[config.mk]
export PLATFORM = sky130hd
export DESIGN_NAME = uart_tx_arbiter
export DESIGN_NICKNAME = d
export VERILOG_FILES = /design/src/rtl/uart_arb_pkg.sv /design/src/rtl/uart_rr_pick.sv /design/src/rtl/uart_tx_arbiter.sv
export SDC_FILE = /design/constraint.sdc
export NUM_CORES = 1
export LEC_CHECK = 0
export CELL_PAD_IN_SITES_DETAIL_PLACEMENT = 1
export CELL_PAD_IN_SITES_GLOBAL_PLACEMENT = 1
export CORE_MARGIN = 2
export CORE_UTILIZATION = 34
export DETAILED_ROUTE_END_ITERATION = 8
export GPL_TIMING_DRIVEN = 0
export PLACE_DENSITY = 0.87
export REMOVE_ABC_BUFFERS = 1
export SLEW_MARGIN = 20
export SYNTH_ARGS = -nofsm -noshare
export SYNTH_HDL_FRONTEND = slang
export SYNTH_SLANG_ARGS = --single-unit
[constraint.sdc]
create_clock -name clk -period 3.6 [get_ports clk]
set_input_delay 0.72 -clock clk [delete_from_list [all_inputs] [get_ports clk]]
set_output_delay 0.72 -clock clk [all_outputs]
set_load 0.05 [all_outputs]
[src/rtl/uart_arb_pkg.sv]
// Shared types and constants for the UART transmit arbiter.
package uart_arb_pkg;

  localparam int unsigned BYTE_W = 8;

  typedef enum logic [1:0] {
    IDLE  = 2'd0,
    START = 2'd1,
    WAIT  = 2'd2
  } arb_state_t;

  // (a + b) mod n, valid for a < n and b <= n.
  function automatic int unsigned wrap_add(input int unsigned a,
                                           input int unsigned b,
                                           input int unsigned n);
    int unsigned s;
    s = a + b;
    if (s >= n) s = s - n;
    return s;
  endfunction

endpackage

[src/rtl/uart_rr_pick.sv]
// Combinational round-robin picker: first valid requester at or above ptr, wrapping.
module uart_rr_pick
  import uart_arb_pkg::*;
#(
  parameter int unsigned N_REQ = 4
) (
  input  logic [N_REQ-1:0]         i_req_valid,
  input  logic [$clog2(N_REQ)-1:0] i_ptr,
  output logic [N_REQ-1:0]         o_grant,
  output logic [$clog2(N_REQ)-1:0] o_idx,
  output logic                     o_any
);
  localparam int unsigned ID_W = $clog2(N_REQ);

  logic [ID_W-1:0] w_cand;

  always_comb begin
    o_grant = '0;
    o_idx   = '0;
    o_any   = 1'b0;
    w_cand  = '0;
    for (int unsigned i = 0; i < N_REQ; i++) begin
      w_cand = ID_W'(wrap_add(32'(i_ptr), i, N_REQ));
      if (!o_any && i_req_valid[w_cand]) begin
        o_any           = 1'b1;
        o_idx           = w_cand;
        o_grant[w_cand] = 1'b1;
      end
    end
  end

endmodule

[src/rtl/uart_tx_arbiter.sv]
// Round-robin arbiter sequencing byte requesters onto one UART transmitter.
// Optional START timeout enabled by defining UART_ARB_TIMEOUT_EN.
module uart_tx_arbiter
  import uart_arb_pkg::*;
#(
  parameter int unsigned N_REQ   = 4,
  parameter int unsigned TIMEOUT = 1023
) (
  input  logic                      clk,
  input  logic                      rst,
  input  logic [N_REQ-1:0]          req_valid,
  input  logic [BYTE_W*N_REQ-1:0]   req_data,
  output logic [N_REQ-1:0]          req_ready,
  input  logic                      tx_busy,
  output logic                      tx_sent,
  output logic [BYTE_W-1:0]         tx_din,
  output logic [$clog2(N_REQ)-1:0]  grant_id,
  output logic                      active,
  output logic                      err
);
  localparam int unsigned ID_W = $clog2(N_REQ);

  // Reject illegal configurations at elaboration.
  if (N_REQ < 2 || N_REQ > 16 || TIMEOUT < 1) begin : g_bad_cfg
    $error("uart_tx_arbiter: N_REQ must be 2..16 and TIMEOUT >= 1");
  end

  arb_state_t        r_state;
  arb_state_t        w_next;
  logic [ID_W-1:0]   r_ptr;
  logic [BYTE_W-1:0] r_tx_din;
  logic [ID_W-1:0]   r_grant_id;
  logic              w_accept;
  logic [N_REQ-1:0]  w_grant;
  logic [ID_W-1:0]   w_idx;
  logic              w_any;
  logic [BYTE_W-1:0] w_sel_byte;

`ifdef UART_ARB_TIMEOUT_EN
  localparam int unsigned CNT_W = $clog2(TIMEOUT + 1);
  logic [CNT_W-1:0] r_cnt;
  logic             r_err;
  logic             w_expired;
  logic             w_timeout;

  assign w_expired = (r_cnt == CNT_W'(TIMEOUT - 1));
`endif

  uart_rr_pick #(
    .N_REQ (N_REQ)
  ) u_pick (
    .i_req_valid (req_valid),
    .i_ptr       (r_ptr),
    .o_grant     (w_grant),
    .o_idx       (w_idx),
    .o_any       (w_any)
  );

  assign w_sel_byte = req_data[int'(w_idx)*BYTE_W +: BYTE_W];

  // Accept is gated by rst so req_ready reads 0 while reset is held.
  always_comb begin
    w_next    = r_state;
    req_ready = '0;
    w_accept  = 1'b0;
`ifdef UART_ARB_TIMEOUT_EN
    w_timeout = 1'b0;
`endif
    unique case (r_state)
      IDLE: begin
        if (w_any && rst) begin
          req_ready = w_grant;
          w_accept  = 1'b1;
          w_next    = START;
        end
      end
      START: begin
        if (tx_busy) begin
          w_next = WAIT;
        end
`ifdef UART_ARB_TIMEOUT_EN
        else if (w_expired) begin
          w_next    = IDLE;
          w_timeout = 1'b1;
        end
`endif
      end
      WAIT: begin
        if (!tx_busy) w_next = IDLE;
      end
      default: w_next = IDLE;
    endcase
  end

  always_ff @(posedge clk or negedge rst) begin
    if (!rst) r_state <= IDLE;
    else      r_state <= w_next;
  end

  // Latch the granted byte and advance the round-robin pointer past the winner.
  always_ff @(posedge clk or negedge rst) begin
    if (!rst) begin
      r_ptr      <= '0;
      r_tx_din   <= '0;
      r_grant_id <= '0;
    end else if (w_accept) begin
      r_ptr      <= ID_W'(wrap_add(32'(w_idx), 1, N_REQ));
      r_tx_din   <= w_sel_byte;
      r_grant_id <= w_idx;
    end
  end

`ifdef UART_ARB_TIMEOUT_EN
  always_ff @(posedge clk or negedge rst) begin
    if (!rst) begin
      r_cnt <= '0;
      r_err <= 1'b0;
    end else begin
      r_err <= w_timeout;
      if (w_accept)                r_cnt <= '0;
      else if (r_state == START)   r_cnt <= r_cnt + CNT_W'(1);
    end
  end

  assign err = r_err;
`else
  assign err = 1'b0;
`endif

  assign tx_sent  = (r_state == START);
  assign active   = (r_state != IDLE);
  assign tx_din   = r_tx_din;
  assign grant_id = r_grant_id;

endmodule

==> flow_summary.toml, run 1 <==
[clock_tree]
cts_buffer_depth = 2
cts_made_buffers = 3
htree_levels = 1
clkTransAtPathRegs_ns = 0.06
cts.sinks = 14
insertion_delay_ns = 0.25
postCtsHoldBufs = 0
cts-root-buf = "clkbuf_8"
cts_tree = "built"

[detailed_routing]
vias_per_cell = 5.30
route.detailed.drc = 0
ant_nets = 0
wire_per_inst_um = 16.7
wl_mm = 4.25
drtIter0Drc = 36
dr_total_vias = 1346
firstDrtPassIters = 4

[global_route]
grt_pass1_vias = 1390
grt-ovfl-total = 0
grt_use_total_pct = 17.0
antenna_found_initial = 0
grt_max_degree = 21
grt_pass1_wl_mm = 6.86

[synth]
synthesis.area_um2 = 1550
synth_area_leaders = "dfrtp_1 (23%), mux2i_1 (18%), mux2_4 (6.8%)"
yosys.area.top_type = "dfrtp_1"
ys_seq_elements = 14
yosys_warnings = 0
netlist_instances = 155
avgSynthCellArea_um2 = 9.97
yosysSeqAreaShare_pct = 22.7
synth_cell_types = 33
synth_top_area_share_pct = 22.7

[die]
start_util_pct = 35.5
ioPinCount = 56
fp.dieW_um = 71.4
rows = 24
die_y_um = 71.4
coreArea_um2 = 4350
dieArea_um2 = 5100

[pwr]
leakage_uw = 0.000984
irDropWorstVdd_v = 0.000553
power_density_nw_per_um2 = 910

[sta]
timing.hold.ws_ns = 0.484
setup_ws_ns = 0.180
period_minus_slack_ns = 3.42
relSlewSlack_pct = 54.2
tightest_slew_ns = 0.686
slew_violations = 0
finalCritPeriodShare_pct = 95.0
fmax_mhz = 292
grt_setup_unrepaired = "false"
setup_viol_count_final = 0
skew_ns = 0.00458
hold_viol = 0

[finish]
diodes = 0
nets = 250
area_delta_synth_final_pct = 38.3
drive_above_1_share_pct = 17.8
layout.cells.non_filler = 254
final_cell_mix = "clkdlybuf4s50_1 (46), mux2i_1 (28), dfrtp_1 (12)"
final_common_cell = "clkdlybuf4s50_1"

[placed_design]
numPortBuffers = 54
gp_congestion = 0.764
hpwl_mm = 3.20
dp_slack_ns = -0.784
placed_cells = 246

[worst_setup_path]
critPathLaunchType = "register"
slowest_delay_ns = 0.55
crit_type = "reg -> out"
end_kind = "primary output"
cp_cell_sequence = "clkinvlp_4 > ha_2 > mux4_2 > nor2_1 > and3_2 > a22oi_1 > o21ai_0 > nor2b_1 > buf_2"
slowest_stage = "dfrtp_4"
crit_arrival_ns = 2.70
required_ns = 2.88
crit_path_max_fanout = 15

[run]
maxCapViolations = 0

[min_path]
hold_class = "reg -> reg"

[status]
status = "completed"
layer usage:
metal  share of wire, %  track usage [%]
met2                 50             29.7
met3                3.9             2.11
met5                  0                0
met1                 45             22.0
met4               0.94             4.40
kinds of logic after synthesis:
kind of cell / synth area share, %
other cells: 0.243
fa+ha+maj: 6.48
simple gates: 11.6
xor+xnor: 0.567
compound gates: 16.8
flops: 22.7
buf+inv: 8.74
mux: 33.0
worst max-delay path: cells and delay by family, from the launching register on:
family,cells,cell delay [ns]
mux,1,0.37
compound gates,2,0.15
flops,1,0.55
buf+inv,2,0.44
simple gates,3,0.51
fa+ha+maj,1,0.43
registers in the layout, summed over array words and instances, names as in the netlist:
| name | count |
|---|---|
| r_state | 2 |
| r_ptr | 2 |
| grant_id | 2 |
| tx_din | 8 |
layout make-up:
class	instances	area [µm²]
fill	495	2220
timing repair buffer	58	568
inverter	6	26.3
multi-input combinational	120	1070
clock buffer	4	55.1
tap	52	65.1
sequential	14	355
per-stage QoR:
step	setup TNS, ns	utilization, %	power [µW]	cell area [µm²]
floorplan	-0.527	-	1340	1430
global placement	-4.42	46.8	1700	2040
detailed placement	-4.58	46.8	1740	2040
CTS	0	48.6	1940	2110
global route	0	49.1	2070	2140
finish	0	49.1	1950	2140
power by group:
part,switching (µW),internal (µW)
logic,810,652
registers,89.6,238
clock network,58.7,96.9
total,959,987
cell usage after synthesis:
cell	count
mux2i_1	28
dfrtp_1	14
a221o_1	8
a22oi_1	8
and2_1	8
ha_1	8
mux2_4	7
nor2_1	7
o21ai_0	7
buf_6	6
nand2_1	6
inv_1	5
nor2b_1	5
a21oi_1	4
clkbuf_1	4
mux4_2	4
buf_2	3
mux2_2	3
nand2b_1	3
a21o_1	2
buf_4	2
nor2_2	2
a21boi_0	1
a221oi_1	1
and3_2	1
clkinv_1	1
conb_1	1
nand3_1	1
nor3_1	1
o21ba_1	1
o21ba_2	1
o22ai_2	1
xor2_1	1
final timing paths:
path / slack [ns] / end / cells after the start / startpoint
hold reg to reg: 0.48 / grant_id[1] / 1 / grant_id[1]
setup reg to reg: 0.40 / tx_din[5] / 7 / r_ptr[0]
max in group asynchronous: 2.22 / r_ptr[0] / 1 / rst
min in group asynchronous: 0.88 / r_ptr[0] / 1 / rst
setup / recovery: 0.18 / req_ready[3] / 9 / r_ptr[0]
hold / removal: 0.48 / grant_id[1] / 1 / grant_id[1]
timing repair:
| item | CTS | global route |
|---|---|---|
| buffers inserted | 4 | 0 |
| gates resized for setup | 24 | 9 |
| setup endpoints to repair | 12 | 4 |
(Power assumes the default switching activity.)
==> inputs of run 2 (changes only) <==
--- a/config.mk
+++ b/config.mk
@@ -14,4 +14,5 @@
 export PLACE_DENSITY = 0.87
 export REMOVE_ABC_BUFFERS = 1
+export SKIP_CTS_REPAIR_TIMING = 1
 export SLEW_MARGIN = 20
 export SYNTH_ARGS = -nofsm -noshare
==> constraint.sdc (replaced) <==
create_clock -name clk -period 3.6 [get_ports clk]
set_input_delay 0.54 -clock clk [delete_from_list [all_inputs] [get_ports clk]]
set_output_delay 0.54 -clock clk [all_outputs]
set_load 0.05 [all_outputs]
==> flow_summary.toml, run 2 (same netlist as run 1, synthesis figures left out) <==
[worst_setup_path]
critPathCapture = "req_ready[1]"
worst-r2r-cell-count = 7
end_kind = "primary output"
crit_path_max_fanout = 15
worstSetupStartpoint = "r_ptr[0]"
rrSetupSlack_ns = 0.29
critPathLaunchType = "register"
rr_endpoint = "tx_din[5]"
r2r-start = "r_ptr[0]"
required_ns = 3.06
crit_arrival_ns = 2.85
crit_type = "reg -> out"

[pwr]
p_seq_share_pct = 16.8
power_frac_comb_pct = 75.1
power_density_nw_per_um2 = 914
switching_power_uw = 958
leakage_uw = 0.000948
pwr-share-clk_pct = 8.1
internal-power_uw = 982
irDropWorstVdd_v = 0.000546
finalPower_uw = 1940
p_sw_share_pct = 49.4

[sta]
tightest_slew_ns = 0.747
relSlewSlack_pct = 50.1
tns_ns = 0
skew_ns = 0.00424
timing.hold.ws_ns = 0.484
setup_ws_ns = 0.210
fmax_mhz = 295
slew_violations = 0
finalCritPeriodShare_pct = 94.2
period_minus_slack_ns = 3.39
grt_setup_unrepaired = "false"
hold_viol = 0
setup_viol_count_final = 0

[clock_tree]
cts.sinks = 14
htree_levels = 1
cts_made_buffers = 3
clkTransAtPathRegs_ns = 0.06
cts_buffer_depth = 2
cts-root-buf = "clkbuf_8"
insertion_delay_ns = 0.25
cts_tree = "built"

[die]
start_util_pct = 35.5
die_y_um = 71.4
ioPinCount = 56
rows = 24
dieArea_um2 = 5100
fp.dieW_um = 71.4
coreArea_um2 = 4350

[detailed_routing]
vias_per_cell = 5.26
wire_per_inst_um = 16.5
route.detailed.drc = 0
wl_mm = 4.21
drtIter0Drc = 64
dr_total_vias = 1342
ant_nets = 0
firstDrtPassIters = 4

[finish]
fill_cells = 501
nets = 251
drive_above_1_share_pct = 17.7
final_common_cell = "clkdlybuf4s50_1"
final_cell_mix = "clkdlybuf4s50_1 (50), mux2i_1 (28), dfrtp_1 (12)"
area_delta_synth_final_pct = 37.3
utilization_pct = 48.7
largest_register_ffs = 8
diodes = 0

[placed_design]
gp_congestion = 0.764
dp_slack_ns = -0.604
numPortBuffers = 54
hpwl_mm = 3.20

[global_route]
grt_pass1_wl_mm = 6.57
antenna_found_initial = 0
grt_use_total_pct = 16.2
grt-ovfl-total = 0
grt_max_degree = 21
grt_pass1_vias = 1330

[status]
status = "completed"

[min_path]
hold_class = "reg -> reg"

[run]
maxCapViolations = 0
run 2: power by group through the flow:
stage                     Sequential, µW  Combinational [µW]  Clock (µW)
final                                326                1460         157
after global routing                 340                1550         165
after CTS                            319                1420         158
after detailed placement             319                1420           0
after global placement               314                1380           0
after floorplan                      488                 857           0
run 2: metrics by stage:
stage	instance area (µm²)	std cells
floorplan	1430	140
global placement	2040	246
detailed placement	2040	246
CTS	2090	250
global route	2120	255
finish	2120	255
run 2: worst min path at each step:
stage / start / endpoint / depth (start not counted) / slack (ns)
floorplan: rst / grant_id[0] / 0 / 0.24
global placement: grant_id[1] / grant_id[1] / 1 / 0.47
detailed placement: grant_id[1] / grant_id[1] / 1 / 0.47
CTS: grant_id[1] / grant_id[1] / 1 / 0.49
global route: grant_id[1] / grant_id[1] / 1 / 0.50
finish: grant_id[1] / grant_id[1] / 1 / 0.48
run 2: worst max-delay path, stage by stage (launching register included):
cell	delay, ns
dfrtp_4	0.55
clkinvlp_4	0.19
ha_2	0.44
mux4_2	0.43
nor2_1	0.11
and3_2	0.26
a22oi_1	0.09
o21ai_0	0.08
nor2b_1	0.15
clkbuf_2	0.30
run 2: layer usage:
metal | vias up | share of wire [%] | global-route usage, %
met5 | - | 0 | 0
met4 | 0 | 0.95 | 4.40
met3 | 4 | 3.4 | 1.97
met2 | 29 | 50 | 27.1
met1 | 653 | 46 | 22.2
li1 | 656 | - | -
run 2: final cells by class:
type | instances | area, µm² | area share (%)
repair buffers | 59 | 558 | 26.3
flip-flops and latches | 14 | 355 | 16.7
inverters | 6 | 26.3 | 1.24
clock buffers | 4 | 55.1 | 2.59
multi-input cells | 120 | 1060 | 50.1
well taps | 52 | 65.1 | 3.07
==> inputs of run 3 (changes only) <==
PLACE_DENSITY = not set   (was 0.87)
PLACE_DENSITY_LB_ADDON = 0.25   (was not set)
==> flow_summary.toml, run 3 (same netlist as run 1, synthesis figures left out) <==
[finish]
fill_cells = 491
drive_above_1_share_pct = 16.9
area_delta_synth_final_pct = 36.5
multi_input_area_um2 = 1060
largest_register_ffs = 8
nets = 249
diodes = 0
register_area_um2 = 355
utilization_pct = 48.4
final_cell_mix = "clkdlybuf4s50_1 (50), mux2i_1 (28), dfrtp_1 (12)"
final_common_cell = "clkdlybuf4s50_1"

[placed_design]
gp_congestion = 0.766
hpwl_mm = 3.37
numPortBuffers = 54

[min_path]
whs_path_depth = 1
holdCritStartpoint = "grant_id[1]"
worstHoldEndpoint = "grant_id[1]"
hold_class = "reg -> reg"

[pwr]
pwr-share-clk_pct = 7.8
irDropWorstVdd_v = 0.000623
p_seq_share_pct = 17.2
leakage_uw = 0.000942
p_sw_share_pct = 49.6
switching_power_uw = 949
internal-power_uw = 965
power_density_nw_per_um2 = 907
power_frac_comb_pct = 74.9

[worst_setup_path]
r2r-start = "r_ptr[0]"
slowest_stage = "dfrtp_4"
crit_family = "flip-flops"
rrSetupSlack_ns = 0.28
end_kind = "primary output"
slowest_delay_ns = 0.55
crit_arrival_ns = 2.89
cp_cell_sequence = "clkinvlp_4 > ha_1 > mux4_2 > nor2_1 > and3_2 > a22oi_1 > o21ai_0 > nor2b_1 > clkbuf_2"
rr_endpoint = "tx_din[5]"
path_buf_inv = 2
crit_path_max_fanout = 15
worst-r2r-cell-count = 7
critPathLaunchType = "register"
crit_type = "reg -> out"
required_ns = 3.06

[global_route]
grt_pass1_vias = 1466
grt_pass1_wl_mm = 7.04
grt-ovfl-total = 0
antenna_found_initial = 0
grt_max_degree = 21
grt_use_total_pct = 17.4

[die]
dieArea_um2 = 5100
die_y_um = 71.4
fp.dieW_um = 71.4
ioPinCount = 56
coreArea_um2 = 4350
start_util_pct = 35.5
rows = 24

[sta]
slew_violations = 0
relSlewSlack_pct = 53.7
setup_viol_count_final = 0
tightest_slew_ns = 0.694
tns_ns = 0
finalCritPeriodShare_pct = 95.3
period_minus_slack_ns = 3.43
skew_ns = 0.00448
fmax_mhz = 291
hold_viol = 0

[run]
maxCapViolations = 0

[detailed_routing]
ant_nets = 0
wl_mm = 4.34
firstDrtPassIters = 4
vias_per_cell = 5.32
drtIter0Drc = 51
wire_per_inst_um = 17.1
route.detailed.drc = 0
dr_total_vias = 1346

[clock_tree]
cts_tree = "built"
cts.sinks = 14
insertion_delay_ns = 0.24
htree_levels = 1
cts-root-buf = "clkbuf_8"
clkTransAtPathRegs_ns = 0.05
cts_made_buffers = 3
cts_buffer_depth = 2

[status]
status = "completed"
run 3: cell types whose count changed in the layout (fill, tap and decap cells not counted), sizes merged:
cell  change
buf       -2
run 3: metrics by stage:
step | power [µW] | cells | worst slack, ns | hold WS [ns] | area [µm²]
after floorplan | 1340 | 140 | 0.0482 | 0.244 | 1430
after global placement | 1690 | 246 | -0.557 | 0.462 | 2040
after detailed placement | 1750 | 246 | -0.661 | 0.486 | 2040
after CTS | 1910 | 250 | -0.924 | 0.501 | 2090
after global routing | 2050 | 253 | -0.0224 | 0.530 | 2110
final | 1910 | 253 | 0.169 | 0.497 | 2110
run 3: layout make-up:
cell class	instances	area share, %
clock buffer	4	2.61
tap	52	3.08
multi-input combinational	120	50.5
timing repair buffer	57	25.7
inverter	6	1.25
sequential	14	16.8
run 3: power by group through the flow:
stage | Sequential, µW | Clock (µW) | Combinational [µW]
after detailed placement | 323 | 0 | 1420
final | 330 | 150 | 1430
after CTS | 323 | 155 | 1430
after floorplan | 488 | 0 | 857
after global placement | 313 | 0 | 1380
after global routing | 344 | 164 | 1540
run 3: how the worst max path moves through the flow:
| stage | start | end | slack (ns) | cells after the start |
|---|---|---|---|---|
| 2_1_floorplan | r_ptr[0] | req_ready[0] | 0.05 | 8 |
| 5_1_grt | r_ptr[0] | req_ready[2] | -0.02 | 9 |
| 3_5_place_dp | r_ptr[0] | req_ready[3] | -0.66 | 9 |
| 4_1_cts | r_ptr[0] | req_ready[3] | -0.92 | 9 |
| 6_report | r_ptr[0] | req_ready[3] | 0.17 | 9 |
| 3_3_place_gp | r_ptr[0] | req_ready[1] | -0.56 | 9 |
run 3: metal layers:
metal  part of all wire (%)  global-route usage (%)  wire [µm]  vias to the layer above
met3                    4.3                    2.39        186                        2
met2                     52                    31.4       2270                       33
li1                       -                       -          -                      652
met5                      0                       0          0                        -
met1                     43                    21.9       1860                      659
met4                   0.48                    4.40         21                        0
